## config.mk

```make
export PLATFORM = sky130hd
export DESIGN_NAME = placar_seq
export DESIGN_NICKNAME = d
export VERILOG_FILES = /design/src/rtl/placar_pkg.sv /design/src/rtl/placar_seq_seg7_digit.sv /design/src/rtl/placar_seq.sv
export SDC_FILE = /design/constraint.sdc
export NUM_CORES = 1
export LEC_CHECK = 0
export ABC_AREA = 1
export BUFFER_PORTS_ARGS = -buffer_cell sky130_fd_sc_hd__clkbuf_2
export CAP_MARGIN = 20
export CORE_MARGIN = 2
export CORE_UTILIZATION = 55
export DETAILED_ROUTE_END_ITERATION = 7
export PLACE_DENSITY_LB_ADDON = 0.2
export SLEW_MARGIN = 20
export SYNTH_ARGS = -nofsm -noshare
export SYNTH_HDL_FRONTEND = slang
export SYNTH_SLANG_ARGS = --single-unit
```

## constraint.sdc

```tcl
create_clock -name clk -period 5.6 [get_ports clk]
set_input_delay 0.28 -clock clk [delete_from_list [all_inputs] [get_ports clk]]
set_output_delay 0.28 -clock clk [all_outputs]
set_load 0.05 [all_outputs]
```

## src/rtl/placar_pkg.sv

```systemverilog
// Shared types and segment helpers for the placar_seq scoreboard driver.
package placar_pkg;

    localparam logic [6:0] SEG_BLANK = 7'h7F;
    localparam logic [6:0] SEG_DASH  = 7'b0111111;

    typedef enum logic [1:0] {
        IDLE,
        LOAD,
        SHIFT,
        WRITE
    } state_t;

    // Active-low gfedcba pattern for a BCD nibble; non-decimal codes are blank.
    function automatic logic [6:0] seg7(input logic [3:0] nibble);
        case (nibble)
            4'd0:    return 7'b1000000;
            4'd1:    return 7'b1111001;
            4'd2:    return 7'b0100100;
            4'd3:    return 7'b0110000;
            4'd4:    return 7'b0011001;
            4'd5:    return 7'b0010010;
            4'd6:    return 7'b0000010;
            4'd7:    return 7'b1111000;
            4'd8:    return 7'b0000000;
            4'd9:    return 7'b0011000;
            default: return SEG_BLANK;
        endcase
    endfunction

    // 10**n, used for the overflow threshold of a DIGITS-wide display.
    function automatic logic [63:0] pow10(input int unsigned n);
        logic [63:0] p;
        p = 64'd1;
        for (int unsigned i = 0; i < n; i++) begin
            p = p * 64'd10;
        end
        return p;
    endfunction

endpackage

```

## src/rtl/placar_seq_seg7_digit.sv

```systemverilog
// One seven-segment digit: BCD nibble to active-low segments with blanking.
module seg7_digit
    import placar_pkg::*;
(
    input  logic [3:0] nibble,
    input  logic       blank,
    output logic [6:0] seg
);

    // Blank overrides the decoded pattern.
    always_comb begin
        seg = blank ? SEG_BLANK : seg7(nibble);
    end

endmodule

```

## src/rtl/placar_seq.sv

```systemverilog
// Sequential scoreboard driver: round-robin binary-to-BCD conversion of
// CHANNELS scores onto registered active-low seven-segment fields.
module placar_seq
    import placar_pkg::*;
#(
    parameter int unsigned W        = 10,
    parameter int unsigned DIGITS   = 3,
    parameter int unsigned CHANNELS = 2,
    parameter int unsigned BLANK_LZ = 1,
    localparam int unsigned CW      = (CHANNELS > 1) ? $clog2(CHANNELS) : 1
) (
    input  logic                         clk,
    input  logic                         reset,
    input  logic [CHANNELS*W-1:0]        score,
    output logic [CHANNELS*DIGITS*7-1:0] hex,
    output logic                         busy,
    output logic                         done,
    output logic [CW-1:0]                done_ch
);

    localparam int unsigned BW    = 4 * DIGITS;
    localparam int unsigned NW    = $clog2(W + 1);
    localparam logic [63:0] LIMIT = pow10(DIGITS);

    state_t                state, state_nx;
    logic [CHANNELS*W-1:0] score_q;
    logic [W-1:0]          last [CHANNELS];
    logic [CHANNELS-1:0]   pend;
    logic [CHANNELS-1:0]   dirty;
    logic [CW-1:0]         rr_ptr;
    logic [CW-1:0]         ch;
    logic [CW-1:0]         sel;
    logic                  found;
    logic [W-1:0]          cur;
    logic [W-1:0]          snap;
    logic [W-1:0]          bin;
    logic [BW-1:0]         bcd;
    logic [BW-2:0]         bcd_adj;
    logic [NW-1:0]         cnt;
    logic                  ovf;
    logic [DIGITS-1:0]     blank;
    logic [DIGITS*7-1:0]   digit_seg;
    logic [DIGITS*7-1:0]   field;

    assign cur  = score_q[ch*W +: W];
    assign busy = (state != IDLE);

    // A channel needs service when its sampled score differs from the last
    // converted value, or when it has not been converted since reset.
    always_comb begin
        dirty = '0;
        for (int unsigned c = 0; c < CHANNELS; c++) begin
            dirty[c] = pend[c] | (score_q[c*W +: W] != last[c]);
        end
    end

    // Round-robin pick: first dirty channel at or after rr_ptr, wrapping.
    always_comb begin
        int unsigned idx;
        sel   = '0;
        found = 1'b0;
        idx   = 0;
        for (int unsigned i = 0; i < CHANNELS; i++) begin
            idx = (int'(rr_ptr) + i) % CHANNELS;
            if (!found && dirty[idx]) begin
                found = 1'b1;
                sel   = CW'(idx);
            end
        end
    end

    // Add-3 correction; the top nibble keeps only the bits that survive the
    // following left shift, since its carry out is discarded.
    always_comb begin
        logic [3:0] nib;
        bcd_adj = '0;
        nib     = '0;
        for (int unsigned d = 0; d + 1 < DIGITS; d++) begin
            nib = bcd[4*d +: 4];
            if (nib >= 4'd5) nib = nib + 4'd3;
            bcd_adj[4*d +: 4] = nib;
        end
        nib = bcd[BW-1 -: 4];
        if (nib >= 4'd5) nib = nib + 4'd3;
        bcd_adj[BW-2 -: 3] = nib[2:0];
    end

    // Leading-zero blanking, scanned from the most significant digit down.
    always_comb begin
        logic seen;
        int unsigned d;
        blank = '0;
        seen  = 1'b0;
        d     = 0;
        for (int unsigned i = 0; i < DIGITS; i++) begin
            d = DIGITS - 1 - i;
            if (bcd[4*d +: 4] != 4'd0) seen = 1'b1;
            blank[d] = (BLANK_LZ != 0) && (d != 0) && !seen;
        end
    end

    for (genvar gd = 0; gd < DIGITS; gd++) begin : g_digit
        seg7_digit u_digit (
            .nibble (bcd[4*gd +: 4]),
            .blank  (blank[gd]),
            .seg    (digit_seg[7*gd +: 7])
        );
    end

    assign field = ovf ? {DIGITS{SEG_DASH}} : digit_seg;

    // FSM state register.
    always_ff @(posedge clk or posedge reset) begin
        if (reset) state <= IDLE;
        else       state <= state_nx;
    end

    // FSM next-state logic.
    always_comb begin
        state_nx = state;
        case (state)
            IDLE:    if (found) state_nx = LOAD;
            LOAD:    state_nx = SHIFT;
            SHIFT:   if (cnt == NW'(W - 1)) state_nx = WRITE;
            WRITE:   state_nx = IDLE;
            default: state_nx = IDLE;
        endcase
    end

    // Input sampling, conversion datapath and registered display outputs.
    always_ff @(posedge clk or posedge reset) begin
        if (reset) begin
            score_q <= '0;
            for (int unsigned c = 0; c < CHANNELS; c++) last[c] <= '0;
            pend    <= '1;
            rr_ptr  <= '0;
            ch      <= '0;
            snap    <= '0;
            bin     <= '0;
            bcd     <= '0;
            cnt     <= '0;
            ovf     <= 1'b0;
            hex     <= '1;
            done    <= 1'b0;
            done_ch <= '0;
        end else begin
            score_q <= score;
            done    <= 1'b0;
            case (state)
                IDLE: begin
                    if (found) ch <= sel;
                end
                LOAD: begin
                    snap <= cur;
                    bin  <= cur;
                    bcd  <= '0;
                    cnt  <= '0;
                    ovf  <= (64'(cur) >= LIMIT);
                end
                SHIFT: begin
                    bcd <= {bcd_adj, bin[W-1]};
                    bin <= bin << 1;
                    cnt <= cnt + 1'b1;
                end
                WRITE: begin
                    hex[ch*DIGITS*7 +: DIGITS*7] <= field;
                    last[ch] <= snap;
                    pend[ch] <= 1'b0;
                    rr_ptr   <= (ch == CW'(CHANNELS - 1)) ? '0 : ch + 1'b1;
                    done     <= 1'b1;
                    done_ch  <= ch;
                end
                default: ;
            endcase
        end
    end

endmodule
```

-- Yosys cells after proc, flatten, opt, wreduce, memory -nomap -nowiden
Memory sizes are Yosys's and may differ from the RTL's.
Index checks and enable logic that the tools add are counted.
- add/sub/neg operators: 7
- multiply operators: 3
- magnitude comparators: 10
- equality and inequality tests: 8
- shifts and indexed selects: 3
- mux-type cells: 30
- bitwise gates (word level): 5
- reduce and logical (&&, ||, !) cells: 11
- operator list (operator ; number):
    42-bit bitwise mux ; 1
    21-bit by 34-bit variable shift with 42-bit output, first input constant ; 1
    21-bit by 34-bit indexed part select with 42-bit output ; 1
    6-bit negator with 34-bit output ; 1
    12-bit one-hot mux with 2 select lines ; 1
    21-bit two-way mux ; 1
    20-bit bitwise mux ; 1
    10-bit inequality test ; 2
    10-bit one-hot mux with 2 select lines ; 1
    20-bit by 6-bit indexed part select with 10-bit output ; 1
    7-bit two-way mux ; 2
    1-bit two-way mux ; 13
    4-bit by 3-bit >= comparator with 1-bit output, second input constant ; 3
    10-bit demux with 1-bit select ; 1
    10-bit >= comparator, second input constant ; 1
    10-bit two-way mux ; 1
    4-bit by 2-bit adder with 4-bit output, second input constant ; 2
    4-bit two-way mux ; 2
    2-bit one-hot mux with 4 select lines ; 1
    4-bit one-hot mux with 2 select lines ; 1
    4-bit nonzero test ; 2
    1-bit by 2-bit < comparator with 1-bit output, second input constant ; 3
    3-bit by 3-bit multiplier with 6-bit output, second input constant ; 1
    4-bit by 1-bit adder with 4-bit output, second input constant ; 1
    23 further kinds ; 32
- register bits after elaboration: 127
- bits in read-only memories: 336
- input port bits: 22
- output and inout bits: 45
- logic and storage cells: 95
- memories kept: 3
- memory list (name ; depth ; width ; rd ports ; clocked after Yosys merged registers in ; wr ports ; RTL line ; RTL):
    (name not given) ; 16 ; 7 ; 1 ; 0 ; 0 ; placar_pkg.sv:16 ; case (nibble)
    (name not given) ; 16 ; 7 ; 1 ; 0 ; 0 ; placar_pkg.sv:16 ;
    (name not given) ; 16 ; 7 ; 1 ; 0 ; 0 ; placar_pkg.sv:16 ;

-- Depth between registers and ports, before layout
Gate-level depths: netlist of the first run.
- word-level depth: 10
- gate-level depth with buffers: 12
- depth with buffers taken out: 12

-- Modules after synthesis
A second synthesis of the first run with hierarchy kept.
- cell total of the unflattened synthesis: 748
- area, all modules: 6218.5 µm²
- modules (own cells, without submodules) (module ; times used ; cells an instance ; area an instance (µm²) ; sequential area each (µm²)):
    placar_seq ; 1 ; 637 ; 5629.1 ; 3233.1
    seg7_digit ; 3 ; 37 ; 196.4 ; 0.0

-- Worst setup path after synthesis of the first run
Ideal clock, no wire load.
- kind: flip-flop to flip-flop
- from: register bcd[1]
- to: register bcd[1]
- setup time: 0.135 ns
- data arrival time: 1.402 ns
- data required time: 5.465 ns
- path slack: 4.063 ns
- stages on the path, launching flop included: 8
- path buffers: 0
- clock period less this slack: 1.537 ns
- path through: dfrtp_1 inv_1 ha_1 nand2_1 o21ai_0 inv_1 o21ai_0 o22ai_1
- word-level cells in the longest chain between the ends: 3
- ends and longest elaborated chain (item ; RTL line ; RTL):
    start, declared ; placar_seq.sv:37 ; logic [BW-1:0] bcd;
    start signal, assigned ; placar_seq.sv:161 ; bcd <= {bcd_adj, bin[W-1]};
    4-bit by 3-bit >= comparator with 1-bit output ; placar_seq.sv:80 ; if (nib >= 4'd5) nib = nib + 4'd3;
    4-bit two-way mux ; placar_seq.sv:80 ;
    12-bit one-hot mux with 2 select lines ; placar_seq.sv:149 ; case (state)
No other way between the ends.
A chain may end at the register's enable or synchronous reset.

-- Worst setup path in the final report of the first run
- from: register state[0]
- to: register bcd[1]
- word-level cells in the longest chain between the ends: 2
- elaborated cells on any way between the ends: 4
- those cells by class: eq/ne: 2; mux: 1; reduce/logical: 1
- ends and longest elaborated chain (item ; RTL line ; RTL):
    start, declared ; placar_seq.sv:25 ; state_t state, state_nx;
    start signal, assigned ; placar_seq.sv:115 ; else state <= state_nx;
    2-bit == test / 2-bit by 1-bit == test with 1-bit output (equally long branches) ; placar_seq.sv:149 ;
    12-bit one-hot mux with 2 select lines / 2-bit nonzero test (equally long branches) ; n/a ;
Parallel ways exist; a longest one is shown, timed or not.

==> summary.md, run 1 <==
| Metric | Value |
|---|---|
| Clock sinks | `127` |
| CP top delay family | `adder cells` |
| WS Path Type | `reg -> reg` |
| Filler cell count | `812` |
| Detail Placement HPWL | `8590 um` |
| DRT Wirelength | `between 10,000 and 15,000 um` |
| Design area | `7150 um2` |
| Grt ovf | `0` |
| Yosys warning count | `0` |
| Largest net degree at the start of global routing | `83` |
| Crit path depth | `6` |
| PD cells | `620 nW/um2` |
| Max-slew headroom | `42.6%` |
| Clk_skew | `0.00935 ns` |
| CTS Buffer Depth | `2` |
| Syn_nets | `705` |
| Status | `finished clean` |
| Worst R2R End | `bcd[1]` |
| Slowest cell on crit path | `ha_1` |
| Setup Fix Bufs, Post-CTS | `0` |
| Most frequent cells in the layout | `nand2_1 (176), dfrtp_1 (83), inv_1 (82), o21ai_0 (68), clkbuf_2 (66)` |
| WL/cell | `14.7 um` |
| Register area share after synthesis | `between 50 and 60%` |
| Global-route wire length before repair | `between 20,000 and 25,000 um` |
| Via density | `between 5 and 6` |
| Buf/Inv on CP | `2` |
| Most common cell after layout, fill and taps aside | `nand2_1` |
| Worst r2r src | `state[0]` |
| Final Max Slew Viols | `0` |
| Final core utilization | `68.9%` |
| Critical path endpoint category | `flop` |
| Worst-path clk slew | `0.06 ns` |
| Crit path largest cell delay | `approximately 0.86 ns` |
| Tot GR Track Use | `25.1%` |
| Initial core utilization | `56.9%` |
| Initial antenna violation count | `0` |
| Vias in the first global route | `4,616` |
| Actual slew at the worst max-slew pin | `0.861 ns` |
| Hold Crit Class | `in -> async` |
| CP startpoint | `state[0]` |
| Area growth from synthesis to layout | `21.1%` |
| IO Count | `67` |
| Inserted Clock Buffers | `17` |
| # DRC | `0` |
| Final setup fails | `0` |
| Area after DPL | `6310 um2` |
| Crit share post-route | `48.6%` |
| Internal reg-to-reg setup slack | `2.88 ns` |
| Worst R2R Path Depth | `6` |
| Drt pass-1 iters | `5` |
| Chip Width | `108 um` |
| RSZ-0062 raised after global routing | `false` |
| Depth of the CTS H-tree | `4` |
| Final #Nets | `about 800` |
| Synthesized cell area | `5900 um2` |
| Crit-path max FO | `27` |
| Max Clock Freq | `0.367 GHz` |
| CTS tree | `yes` |
| Crit-path cells | `inv_1 > ha_1 > nand2_1 > inv_1 > o21ai_0 > o22ai_1` |
| Overall Power | `0.00443 W` |
| Crit path arrival time | `3.16 ns` |
| Final min period | `2.72 ns` |
| First DRT Iteration DRCs | `281` |
| Worst Path Required | `6.03 ns` |
| Share of cells above drive strength 1 | `22.6%` |
| Routed Antenna Nets | `0` |
| Row count | `37` |
| Mean Syn Cell Area | `8.96 um2` |
| Worst-Skew Late Latency | `between 0.5 and 0.6 ns` |
| Startpoint types | `flop` |
| Peak supply drop | `400 uV` |
| Worst path most repeated cell | `inv_1` |
| CORE AREA | `10,400 um2` |
| GP Congestion | `~0.91` |
| Fin. Hold Viols | `0` |
| Max-cap check violation count | `0` |
| CTS Root Cell | `clkbuf_8` |
| Leak pwr | `~3.5 nW` |
| Critical path endpoint | `bcd[1]` |
| Via count | `4,718` |
| Die area | `11,600 um2` |
| FF+latch count, synth | `between 100 and 150` |
| Setup_tns | `0 ns` |
| Diode count | `0` |
| Syn Inst Count | `about 660` |
| Unique cell type count in the Yosys netlist | `40` |
| Die Y | `108 um` |
| Port bufs | `66` |
[cells in the mapped netlist]
library cell,n,area (um2)
or2_2,4,25.0
o21a_1,1,7.51
xor2_1,1,8.76
nor3_1,1,5.00
buf_2,8,40.0
o2bb2ai_1,1,8.76
o21ai_0,68,340
mux2i_1,1,10.0
o21ai_2,7,61.3
o21bai_1,1,7.51
nor2_2,4,25.0
inv_2,3,11.3
nor2_1,54,203
buf_4,2,15.0
a31oi_1,20,125
clkinv_1,1,3.75
inv_1,83,312
o221ai_1,10,87.6
o31ai_1,1,7.51
xnor2_1,3,26.3
buf_6,2,22.5
and3_1,1,6.26
o32ai_1,2,17.5
o21ai_1,2,10.0
clkbuf_1,8,30.0
o211ai_1,5,37.5
nand3_2,3,30.0
a21oi_4,1,16.3
dfstp_2,44,1160
a21oi_1,11,55.1
nand3_1,7,35.0
a211oi_1,1,7.51
o211a_1,1,10.0
dfrtp_1,83,2080
nand2_1,177,664
o22ai_1,9,56.3
ha_1,24,300
nor2_4,2,22.5
a21oi_2,1,8.76
or2_4,1,8.76
[how the worst min path moves through the flow]
stage	end	cells after the start
after global placement	score_q[4]	1
after floorplan	score_q[0]	0
final	last[1]	3
after CTS	last[1]	2
after global routing	score_q[11]	2
after detailed placement	score_q[9]	1
[tightest hold or removal path: cells and delay by family]
kind	cells	cell delay, ns
buffers and inverters	3	1.05
[state kept, by name, indices dropped and copies added (netlist names), 4 cells and up]
register and cells:
cnt 4, bin 10, bcd 12, hex 42, last 20, snap 10
score_q 20
[area by class of cell]
type	count	area, um2	area share, %
Multi-Input combinational cell	425	2240	31.3
Clock buffer	20	425	5.95
Sequential cell	127	3230	45.2
Timing Repair Buffer	91	603	8.44
Tap cell	136	170	2.38
Inverter	87	329	4.61
Clock inverter	12	145	2.03
[through the flow]
stage / cells / worst slack, ns / hold slack (ns)
after detailed placement: 843 / 2.29 / 0.390
after global placement: 843 / 2.42 / 0.388
after CTS: 895 / 2.24 / 0.00458
after global routing: 898 / 2.57 / 0.380
after floorplan: 659 / 2.01 / 0.311
final: 898 / 2.88 / 0.359
[timing repair]
action                                 CTS  global route
gates resized for setup                  0             0
setup endpoints to repair                0             0
hold buffers                            20             1
endpoints found under the hold margin   20            36
[cells by family (layout without fill, tap and decap cells)]
kind of cell | Yosys count | count (layout) | share of synthesized area, %
AO/OA/AOI/OAI | 142 | 142 | 14.6
AND/OR/NAND/NOR | 254 | 254 | 17.4
flip-flops | 127 | 127 | 54.8
adder cells (fa/ha/maj) | 24 | 24 | 5.09
buffers and inverters | 107 | 210 | 7.36
multiplexers | 1 | 1 | 0.170
XOR/XNOR | 4 | 4 | 0.594
[where the power goes]
| group | switching [W] | internal [W] | leakage (nW) |
|---|---|---|---|
| Sequential | 0.000223 | 0.00136 | 1.50 |
| Clock | 0.000390 | 0.000673 | 0.270 |
| Combinational | 0.00130 | 0.000487 | 1.70 |
[metal layers]
metal	GRT usage (%)	wire length, um	up-vias
met5	0	0	-
met4	7.97	144	0
met3	6.96	691	15
met2	38.3	6330	140
met1	35.1	6060	2249
li1	-	-	2314
No activity file was read; power rests on OpenSTA's default activity.
==> inputs of run 2 (changes only) <==
- ABC_AREA: 1 -> 0
- clock period: 5.6 -> 2.54 ns (I/O delays scaled with it)
==> run 2 against run 1 <==
  * Sequential cell count did not move
  * Wire length fell by 8.8%
  * Count of clock-buffer cells in the layout is 2 lower
  * Core utilization decreased by 0.061 points
  * Clock skew is 0.0011 ns lower
  * Sequential power grew 120%
  * Combinational power up 140%
  * Synthesized cell count shrank 17%
==> summary.md, run 2 <==
| Metric | Value |
|---|---|
| # DRC | `0` |
| Crit share post-route | `76.0%` |
| Syn_nets | `591` |
| Syn Inst Count | `545` |
| Chip Width | `107 um` |
| Depth of the CTS H-tree | `4` |
| Area growth from synthesis to layout | `22.2%` |
| Slowest cell on crit path | `nor4_1` |
| WS Path Type | `reg -> reg` |
| Port bufs | `66` |
| Crit path largest cell delay | `between 0.4 and 0.5 ns` |
| PD cells | `1440 nW/um2` |
| CTS Root Cell | `clkbuf_8` |
| Vias in the first global route | `roughly 4,300` |
| CORE AREA | `10,300 um2` |
| Post-CTS sizing | `0` |
| P_int | `0.00582 W` |
| Most common cell after layout, fill and taps aside | `dfrtp_1` |
| Die Y | `107 um` |
| Largest register by flop count | `hex` |
| Largest net degree at the start of global routing | `41` |
| Sw Ratio | `42.8%` |
| Register area share after synthesis | `a little under three fifths` |
| Crit-path cells | `xor2_1 > nor4_1 > nand3_1 > o31ai_2 > mux2_1` |
| FF+latch count, synth | `127` |
| Diode count | `0` |
| Crit path arrival time | `2.33 ns` |
| Top_reg_cell synth | `dfrtp_1` |
| CTS tree | `yes` |
| Worst-path clk slew | `0.06 ns` |
| Initial core utilization | `56.3%` |
| Grt ovf | `0` |
| Initial antenna violation count | `0` |
| Setup_tns | `0 ns` |
| Leak pwr | `3.15 nW` |
| Max-cap check violation count | `0` |
| Largest registers | `hex x42, last x20, score_q x20` |
| Unique cell type count in the Yosys netlist | `34` |
| Peak supply drop | `~760 uV` |
| Max Clock Freq | `0.518 GHz` |
| Synth async-reset ratio | `100%` |
| Fin. Hold Viols | `0` |
| Critical path endpoint category | `flop` |
| Final setup fails | `0` |
| Most frequent cells in the layout | `dfrtp_1 (83), clkbuf_2 (66), nand2_1 (57), o21ai_0 (52), a21oi_1 (47)` |
| RSZ-0062 raised after global routing | `false` |
| Row count | `37` |
| Top cells by area, synth | `dfrtp_1 (36%), dfstp_2 (20%), mux2_2 (6.2%)` |
| Max-slew headroom | `42.6%` |
| Filler cell count | `792` |
| DRT Wirelength | `roughly 12,000 um` |
| CTS Buffer Depth | `2` |
| Detail Placement HPWL | `8310 um` |
| Share of the synthesized area in the top cell type | `35.9%` |
| Share of cells above drive strength 1 | `between 20% and 30%` |
| Routed Antenna Nets | `0` |
| WL/cell | `around 15 um` |
| Worst Path Required | `2.94 ns` |
| Clk_skew | `between 0.008 and 0.009 ns` |
| Hold Crit Class | `in -> async` |
| Synthesized cell area | `between 5000 and 6000 um2` |
| Worst-Skew Late Latency | `0.52 ns` |
| Startpoint types | `flop` |
| Clock sinks | `127` |
| Sequential share of power | `34.8%` |
| Yosys warning count | `0` |
| Inserted Clock Buffers | `17` |
| Overall Power | `0.0102 W` |
| Max reg flops | `between 40 and 50` |
| Post-synth EDFFs | `0` |
| Status | `finished clean` |
| Crit-path max FO | `2` |
| Comb power frac | `43.0%` |
| Final Max Slew Viols | `0` |
| Tot GR Track Use | `between 20% and 30%` |
| First DRT Iteration DRCs | `190` |
| Mean Syn Cell Area | `10.6 um2` |
| Global-route wire length before repair | `20,500 um` |
| IO Count | `67` |
| Via density | `5.41` |
| Die area | `around 11,000 um2` |
| Yosys top cell by area | `dfrtp_1` |
| Clock power frac | `between 20% and 30%` |
| Drt pass-1 iters | `4` |
| Most common cell in the netlist | `dfrtp_1` |
| Most frequent cells after synthesis | `dfrtp_1 (83), nand2_1 (57), o21ai_0 (52)` |
| Final min period | `1.93 ns` |
| Actual slew at the worst max-slew pin | `approximately 0.86 ns` |
| Via count | `4,231` |
| Final #Nets | `679` |
| GP Congestion | `0.881` |
| Final core utilization | `between 60% and 70%` |
| Psw | `0.00436 W` |
run 2: changes by cell type after synthesis, moves of 15 or more:
cell,before,now
a21oi_1,11,47
a31oi_1,20,2
clkbuf_1,8,23
inv_1,83,25
mux2_2,0,32
nand2_1,177,57
nor2_1,54,34
o21ai_0,68,52
xor2_1,1,20
run 2: critical path, delay by kind of cell (launching register included):
kind                      cells  cell delay [ns]
and+or+nand+nor               2             0.62
muxes                         1             0.35
DFF                           1             0.40
AOI/OAI and AO/OA             1             0.28
xor gates and xnor gates      1             0.16
run 2: final timing paths:
kind | to | slack (ns) | depth (start not counted) | startpoint
setup / recovery | state[1] | 0.61 | 5 | score_q[8]
max in group asynchronous | pend[1] | 1.63 | 4 | reset
setup reg to reg | state[1] | 0.61 | 5 | score_q[8]
hold reg to reg | hex[5] | 0.46 | 2 | hex[5]
min in group clk | score_q[5] | 0.25 | 2 | score[5]
hold / removal | last[9] | 0.23 | 3 | reset
run 2: logic make-up after synthesis:
logic type               Yosys count  share of synthesized area, %
flip-flops                       127                          55.8
multiplexers                      45                          8.52
AND/OR/NAND/NOR                  125                          9.42
AO/OA/AOI/OAI                    145                          13.7
buffers and inverters             54                          3.57
XOR/XNOR                          25                          3.78
adder cells (fa/ha/maj)           24                          5.19
run 2: timing repair:
action / CTS / global route
endpoints found under the setup margin: 0 / 0
setup buffers: 0 / 0
hold buffers: 21 / 0
endpoints found under the hold margin: 40 / 0
run 2: routing by layer:
metal	up-vias	share of wire [%]	track usage (%)
met4	0	1.6	7.79
met1	2060	44	29.8
li1	2046	-	-
met3	22	3.9	6.02
met5	-	0	0
met2	103	50	37.9
run 2: final cells by class:
class,instances,area (um2),area share (%)
sequential,127,3230,45.7
multi-input combinational,364,2350,33.2
timing repair buffer,98,661,9.34
clock buffer,18,428,6.05
tap,136,170,2.40
clock inverter,14,134,1.89
inverter,25,97.6,1.38
run 2: power by group through the flow:
| stage | Clock [W] | Sequential, W | Combinational [W] |
|---|---|---|---|
| final | 0.00226 | 0.00354 | 0.00438 |
| after detailed placement | 0 | 0.00358 | 0.00437 |
| after floorplan | 0 | 0.00465 | 0.00226 |
| after CTS | 0.00229 | 0.00355 | 0.00443 |
| after global placement | 0 | 0.00353 | 0.00428 |
| after global routing | 0.00240 | 0.00364 | 0.00481 |
run 2: metrics by stage:
step | std cells | cell area (um2) | setup slack, ns | hold slack, ns
after floorplan | 545 | 5790 | 0.875 | 0.158
after global placement | 729 | 6300 | 0.602 | 0.222
after detailed placement | 729 | 6300 | 0.600 | 0.237
after CTS | 782 | 7080 | 0.580 | 0.233
after global routing | 782 | 7080 | 0.532 | 0.229
final | 782 | 7080 | 0.609 | 0.228
